$ cat src/rtl/cpu_pkg.sv
// Shared CPU datapath types and widths for the register file and scoreboard.
package cpu_pkg;

  localparam int unsigned REG_ADDR_W = 5;
  localparam int unsigned DATA_W     = 32;
  localparam int unsigned NUM_REGS   = 32;
  localparam int unsigned CNT_W      = 2;

  typedef logic [REG_ADDR_W-1:0] reg_addr_t;
  typedef logic [DATA_W-1:0]     word_t;
  typedef logic [CNT_W-1:0]      cnt_t;

  localparam reg_addr_t REG_ZERO = REG_ADDR_W'(0);
  localparam cnt_t      CNT_MAX  = CNT_W'(3);

endpackage : cpu_pkg

$ cat src/rtl/regfile_scoreboard.sv
// Per-register pending-write counters with issue/writeback/flush tracking.
// Optional feature: REGFILE_WB_BYPASS_EN treats a same-cycle final writeback as resolved.
import cpu_pkg::*;

module regfile_scoreboard (
  input  logic                  clk,
  input  logic                  reset,
  input  logic                  wr_regwr,
  input  logic [REG_ADDR_W-1:0] wr_regdst_addr,
  input  logic                  issue_valid,
  input  logic                  issue_regwr,
  input  logic [REG_ADDR_W-1:0] issue_dst_addr,
  input  logic                  flush_i,
  input  logic [REG_ADDR_W-1:0] rs_addr,
  input  logic [REG_ADDR_W-1:0] rt_addr,
  output logic                  rs_resolved_o,
  output logic                  rt_resolved_o
);

  cnt_t                cnt_q [NUM_REGS];
  cnt_t                cnt_d [NUM_REGS];
  logic [NUM_REGS-1:0] inc_c;
  logic [NUM_REGS-1:0] dec_c;
  logic                inc_hit_c;
  logic                wb_hit_c;

  // Decode issue and writeback into per-register inc/dec strobes.
  always_comb begin
    inc_c     = '0;
    dec_c     = '0;
    inc_hit_c = issue_valid && issue_regwr && (issue_dst_addr != REG_ZERO);
    wb_hit_c  = wr_regwr && (wr_regdst_addr != REG_ZERO);
    for (int unsigned i = 1; i < NUM_REGS; i++) begin
      inc_c[i] = inc_hit_c && (issue_dst_addr == REG_ADDR_W'(i));
      dec_c[i] = wb_hit_c && (wr_regdst_addr == REG_ADDR_W'(i)) && (cnt_q[i] != '0);
    end
  end

  // Saturating counter update; flush wipes every pending entry.
  always_comb begin
    for (int unsigned i = 0; i < NUM_REGS; i++) begin
      cnt_d[i] = cnt_q[i];
      if (inc_c[i] && !dec_c[i] && (cnt_q[i] != CNT_MAX)) begin
        cnt_d[i] = cnt_q[i] + CNT_W'(1);
      end else if (dec_c[i] && !inc_c[i]) begin
        cnt_d[i] = cnt_q[i] - CNT_W'(1);
      end
      if (flush_i || (i == 0)) begin
        cnt_d[i] = '0;
      end
    end
  end

  always_ff @(posedge clk) begin
    if (reset) begin
      for (int unsigned i = 0; i < NUM_REGS; i++) begin
        cnt_q[i] <= '0;
      end
    end else begin
      for (int unsigned i = 0; i < NUM_REGS; i++) begin
        cnt_q[i] <= cnt_d[i];
      end
    end
  end

`ifdef REGFILE_WB_BYPASS_EN
  assign rs_resolved_o = (cnt_q[rs_addr] == '0) ||
                         ((cnt_q[rs_addr] == CNT_W'(1)) && wr_regwr && (wr_regdst_addr == rs_addr));
  assign rt_resolved_o = (cnt_q[rt_addr] == '0) ||
                         ((cnt_q[rt_addr] == CNT_W'(1)) && wr_regwr && (wr_regdst_addr == rt_addr));
`else
  assign rs_resolved_o = (cnt_q[rs_addr] == '0);
  assign rt_resolved_o = (cnt_q[rt_addr] == '0);
`endif

endmodule : regfile_scoreboard

$ cat src/rtl/regfile_wb.sv
// 32x32 register file with writeback port and pending-write scoreboard stall.
// Optional feature: REGFILE_WB_BYPASS_EN forwards same-cycle writeback data to the read ports.
import cpu_pkg::*;

module regfile_wb (
  input  logic                  clk,
  input  logic                  reset,
  input  logic                  wr_regwr,
  input  logic [DATA_W-1:0]     wr_data,
  input  logic [REG_ADDR_W-1:0] wr_regdst_addr,
  input  logic [REG_ADDR_W-1:0] rs_addr,
  input  logic [REG_ADDR_W-1:0] rt_addr,
  output logic [DATA_W-1:0]     rs_data,
  output logic [DATA_W-1:0]     rt_data,
  input  logic                  issue_valid,
  input  logic                  issue_regwr,
  input  logic [REG_ADDR_W-1:0] issue_dst_addr,
  input  logic                  flush_i,
  output logic                  stall_o
);

  word_t mem_q [NUM_REGS];
  logic  rs_resolved;
  logic  rt_resolved;

  // Register 0 is never written, so it always reads back as zero.
  always_ff @(posedge clk) begin
    if (reset) begin
      for (int unsigned i = 0; i < NUM_REGS; i++) begin
        mem_q[i] <= '0;
      end
    end else if (wr_regwr && (wr_regdst_addr != REG_ZERO)) begin
      mem_q[wr_regdst_addr] <= wr_data;
    end
  end

  always_comb begin
    rs_data = (rs_addr == REG_ZERO) ? '0 : mem_q[rs_addr];
    rt_data = (rt_addr == REG_ZERO) ? '0 : mem_q[rt_addr];
`ifdef REGFILE_WB_BYPASS_EN
    if (wr_regwr && (wr_regdst_addr == rs_addr) && (rs_addr != REG_ZERO)) begin
      rs_data = wr_data;
    end
    if (wr_regwr && (wr_regdst_addr == rt_addr) && (rt_addr != REG_ZERO)) begin
      rt_data = wr_data;
    end
`endif
  end

  regfile_scoreboard u_scoreboard (
    .clk            (clk),
    .reset          (reset),
    .wr_regwr       (wr_regwr),
    .wr_regdst_addr (wr_regdst_addr),
    .issue_valid    (issue_valid),
    .issue_regwr    (issue_regwr),
    .issue_dst_addr (issue_dst_addr),
    .flush_i        (flush_i),
    .rs_addr        (rs_addr),
    .rt_addr        (rt_addr),
    .rs_resolved_o  (rs_resolved),
    .rt_resolved_o  (rt_resolved)
  );

  assign stall_o = ((rs_addr != REG_ZERO) && !rs_resolved) ||
                   ((rt_addr != REG_ZERO) && !rt_resolved);

endmodule : regfile_wb

$ cat config.mk
export PLATFORM = sky130hd
export DESIGN_NAME = regfile_wb
export DESIGN_NICKNAME = d
export VERILOG_FILES = /design/src/rtl/cpu_pkg.sv /design/src/rtl/regfile_scoreboard.sv /design/src/rtl/regfile_wb.sv
export SDC_FILE = /design/constraint.sdc
export NUM_CORES = 2
export LEC_CHECK = 0
export ABC_CLOCK_PERIOD_IN_PS = 7400
export CAP_MARGIN = 25
export CORE_UTILIZATION = 40
export DETAILED_ROUTE_END_ITERATION = 16
export SETUP_SLACK_MARGIN = 0.3
export SYNTH_ARGS = -nofsm -noshare
export SYNTH_HDL_FRONTEND = slang
export SYNTH_SLANG_ARGS = --single-unit
$ cat constraint.sdc
create_clock -name clk -period 7.4 [get_ports clk]
set_input_delay 1.85 -clock clk [delete_from_list [all_inputs] [get_ports clk]]
set_output_delay 1.85 -clock clk [all_outputs]
set_load 0.03 [all_outputs]
==> reports/qor.json <==
{
  "drtIter0Drc": 4849,
  "routed_wire_length_per_instance_um": 32.76,
  "first_pass_iters": 6,
  "min_delay_path_depth": 2,
  "row_count": 140,
  "cp.buffers_inverters": 3,
  "coreArea_um2": 145600,
  "place_congestion": 0.8261,
  "drt_wl_total_um": 197000,
  "die_height_um": 384.9,
  "r2r_start": "u_scoreboard.cnt_q[24][1]",
  "grt_overflow_total": 0,
  "worst_setup_hold_path_clk_slew_ps": 60,
  "timing.setup.tns_ps": 0,
  "nets": 4052,
  "setup_viol": 0,
  "groute.usage.overall_pct": 26.68,
  "timing.rr.end": "u_scoreboard.cnt_q[24][0]",
  "crit_required_ps": 5550,
  "postSynth.topFlopCell": "sky130_fd_sc_hd__edfxtp_1",
  "die_x_um": 384.9,
  "clock_tree.buffer_depth": 3,
  "grt_max_degree": 99,
  "count_of_flip_flops_with_a_built_in_enable_after_synthesis": 1024,
  "timing.reg2reg.setup_slack_ps": 6250,
  "worst-endpoint-arrival_ps": 4770,
  "ir_drop_uv": 205.2,
  "register_area_share_after_synthesis_pct": 54.56,
  "status": "finished clean",
  "r2r.worst_path.cells": 4,
  "power.static_leakage_nw": 22.44,
  "finish.instance_area_um2": 66310,
  "synth_largest_area_cell": "sky130_fd_sc_hd__edfxtp_1",
  "report.power.total_mw": 14.91,
  "critPathCaptureType": "output pin",
  "worst-path-max-fanout": 37,
  "path_class": "in -> out",
  "slowest_delay_ps": 1010,
  "synth_area_um2": 58640,
  "place.detailed.hpwl_um": 114100,
  "transition_time_at_the_pin_with_the_least_slew_margin_ps": 1088,
  "clock_latency_ps": 730,
  "finalWorstPathRequiredPeriod_ps": 6623,
  "root_buffer": "sky130_fd_sc_hd__clkbuf_16",
  "post-cts-setup-buffers": 0,
  "final.fill_count": 12550,
  "yosys_warnings": 0,
  "cp_top_family": "buffers and inverters",
  "synth.avg_cell_area_um2": 14.86,
  "relative_slew_slack_pct": 27.21,
  "htree_levels": 3,
  "synth_cells": 3945,
  "cap_violations": 0,
  "synthDistinctLibCells": 46,
  "postSynthRegisterBits": 1086,
  "cts_tree": "yes",
  "layout_commonest_cell": "sky130_fd_sc_hd__edfxtp_1",
  "via_count": 36790,
  "rsz_0062_raised_after_global_routing": "no",
  "number_of_vias_per_cell": 6.117,
  "initial_core_util_pct": 40.28,
  "first_global_vias": 36520,
  "synthDominantCellAreaShare_pct": 52.44,
  "total_die_area_um2": 148100,
  "syn_to_final_growth_pct": 13.09,
  "synth_area_leaders": "sky130_fd_sc_hd__edfxtp_1 (52%), sky130_fd_sc_hd__mux4_2 (25%), sky130_fd_sc_hd__and2_1 (11%)",
  "clock_sink_count": 1086,
  "synth-async-reset-ratio_pct": 0,
  "post_dp_cell_area_um2": 62490,
  "most_frequent_cells_in_the_layout": "sky130_fd_sc_hd__edfxtp_1 (1,024), sky130_fd_sc_hd__and2_1 (993), sky130_fd_sc_hd__mux4_2 (647), sky130_fd_sc_hd__nand2_1 (186), sky130_fd_sc_hd__buf_4 (131)",
  "worst_clock_skew_ps": 6.809,
  "min_path_type": "reg -> reg",
  "cts.repair.resized": 0,
  "routed_antenna_nets": 0,
  "io_pins": 123,
  "timing.critical_path.cells": "buf_8 > o41ai_2 > buf_4 > o21ai_1 > clkdlybuf4s50_1",
  "fmax_mhz": 151.0,
  "drc_errors": 0,
  "final-instance-count-excl-fill": 6014,
  "placed_cells_incl_taps": 5787,
  "cts-buffers-inserted": 116,
  "antenna_found_initial": 13,
  "layout-drive-gt1-share_pct": 26.31,
  "timing.hold.worst_endpoint": "u_scoreboard.cnt_q[7][1]",
  "cp-start-kind": "primary input",
  "hold_start": "u_scoreboard.cnt_q[7][1]",
  "cts_hold_buffers": 0,
  "report.final.hold_viol_count": 0,
  "period_share_pct": 89.51,
  "timing_max_transition_violations_final": 0,
  "pwr_density_cell_nw_per_um2": 224.9,
  "port-buffer-count": 122,
  "slowest_stage": "sky130_fd_sc_hd__o41ai_2",
  "global_route_wire_length_before_repair_um": 276300
}
==> layout make-up <==
type | count | area [µm²] | share of cell area, %
repair buffers | 278 | 2878 | 4.340
flip-flops and latches | 1086 | 31990 | 48.24
inverters | 71 | 266.5 | 0.4019
multi-input cells | 2441 | 25100 | 37.85
diodes | 7 | 17.52 | 0.02642
clock buffers | 146 | 3015 | 4.547
well taps | 1917 | 2399 | 3.617
clock inverters | 68 | 648.1 | 0.9774
==> where the power goes <==
group	switching, mW	total, mW	internal (mW)
clock	2.55	5.75	3.20
sequential	0.151	7.19	7.04
combinational	1.10	1.97	0.873
total	3.80	14.9	11.1
==> flip-flops by register name, summed over array words and instances (netlist names) <==
name and flops:
mem_q 1024, u_scoreboard.cnt_q 62
==> synth_stat cells (6+ instances only) <==
cell and instances:
sky130_fd_sc_hd__a211o_1 6, sky130_fd_sc_hd__a21o_1 11, sky130_fd_sc_hd__a21oi_1 51, sky130_fd_sc_hd__a31oi_1 16, sky130_fd_sc_hd__and2_1 993, sky130_fd_sc_hd__buf_1 36
sky130_fd_sc_hd__buf_2 49, sky130_fd_sc_hd__buf_4 22, sky130_fd_sc_hd__buf_6 10, sky130_fd_sc_hd__clkbuf_1 261, sky130_fd_sc_hd__dfxtp_1 62, sky130_fd_sc_hd__edfxtp_1 1024
sky130_fd_sc_hd__inv_1 71, sky130_fd_sc_hd__mux2_2 16, sky130_fd_sc_hd__mux4_2 647, sky130_fd_sc_hd__nand2_1 186, sky130_fd_sc_hd__nand2b_1 8, sky130_fd_sc_hd__nand3_1 24
sky130_fd_sc_hd__nand4_1 15, sky130_fd_sc_hd__nor2_1 139, sky130_fd_sc_hd__nor3_1 18, sky130_fd_sc_hd__o2111a_1 18, sky130_fd_sc_hd__o21ai_0 114, sky130_fd_sc_hd__o21ai_1 69
sky130_fd_sc_hd__o21ba_2 7, sky130_fd_sc_hd__o21bai_1 7, sky130_fd_sc_hd__or2_2 35
==> worst register-to-register path: stages (launching register included) <==
cell	delay, ps
sky130_fd_sc_hd__dfxtp_1	410
sky130_fd_sc_hd__nand2_1	70
sky130_fd_sc_hd__mux2_2	270
sky130_fd_sc_hd__o21ai_0	120
sky130_fd_sc_hd__o21ba_2	170
==> how the worst max path moves through the flow <==
stage | slack (ps) | to | startpoint | cells past startpoint
floorplan | 1920 | rt_data[17] | rt_addr[1] | 7
global placement | 770 | rs_data[13] | rs_addr[0] | 7
detailed placement | 780 | rs_data[7] | rs_addr[0] | 7
CTS | 780 | rs_data[7] | rs_addr[0] | 7
global route | 690 | rs_data[17] | rs_addr[0] | 7
finish | 780 | rs_data[15] | rs_addr[0] | 5
==> stage by stage <==
stage          setup WS [ps]  hold slack (ps)  utilization, %
6_report               776.6            504.7           45.56
5_1_grt                686.3            531.6           45.55
4_1_cts                778.3            500.8           45.45
3_5_place_dp           775.8            492.6           42.93
3_3_place_gp           765.7            470.6           42.87
2_1_floorplan           1920            459.0               -
==> routing by layer <==
layer	wire [µm]	part of all wire (%)	vias to the layer above	GRT usage, %
met5	23	0.012	-	0
met4	7151	3.6	4	9.766
met3	18170	9.2	328	4.177
met2	94920	48	1973	43.53
met1	76780	39	19360	36.11
li1	-	-	15130	-
==> cells by family (layout without fill, tap and decap cells) <==
| family | Yosys count | after routing | synth area share (%) |
|---|---|---|---|
| and+or+nand+nor | 1435 | 1435 | 13.90 |
| DFF | 1086 | 1086 | 54.56 |
| muxes | 663 | 663 | 25.16 |
| buffers and inverters | 449 | 563 | 3.248 |
| AOI/OAI and AO/OA | 311 | 311 | 3.130 |
| other | 1 | 39 | 0.006395 |
Power figures use the tool's default switching activity.
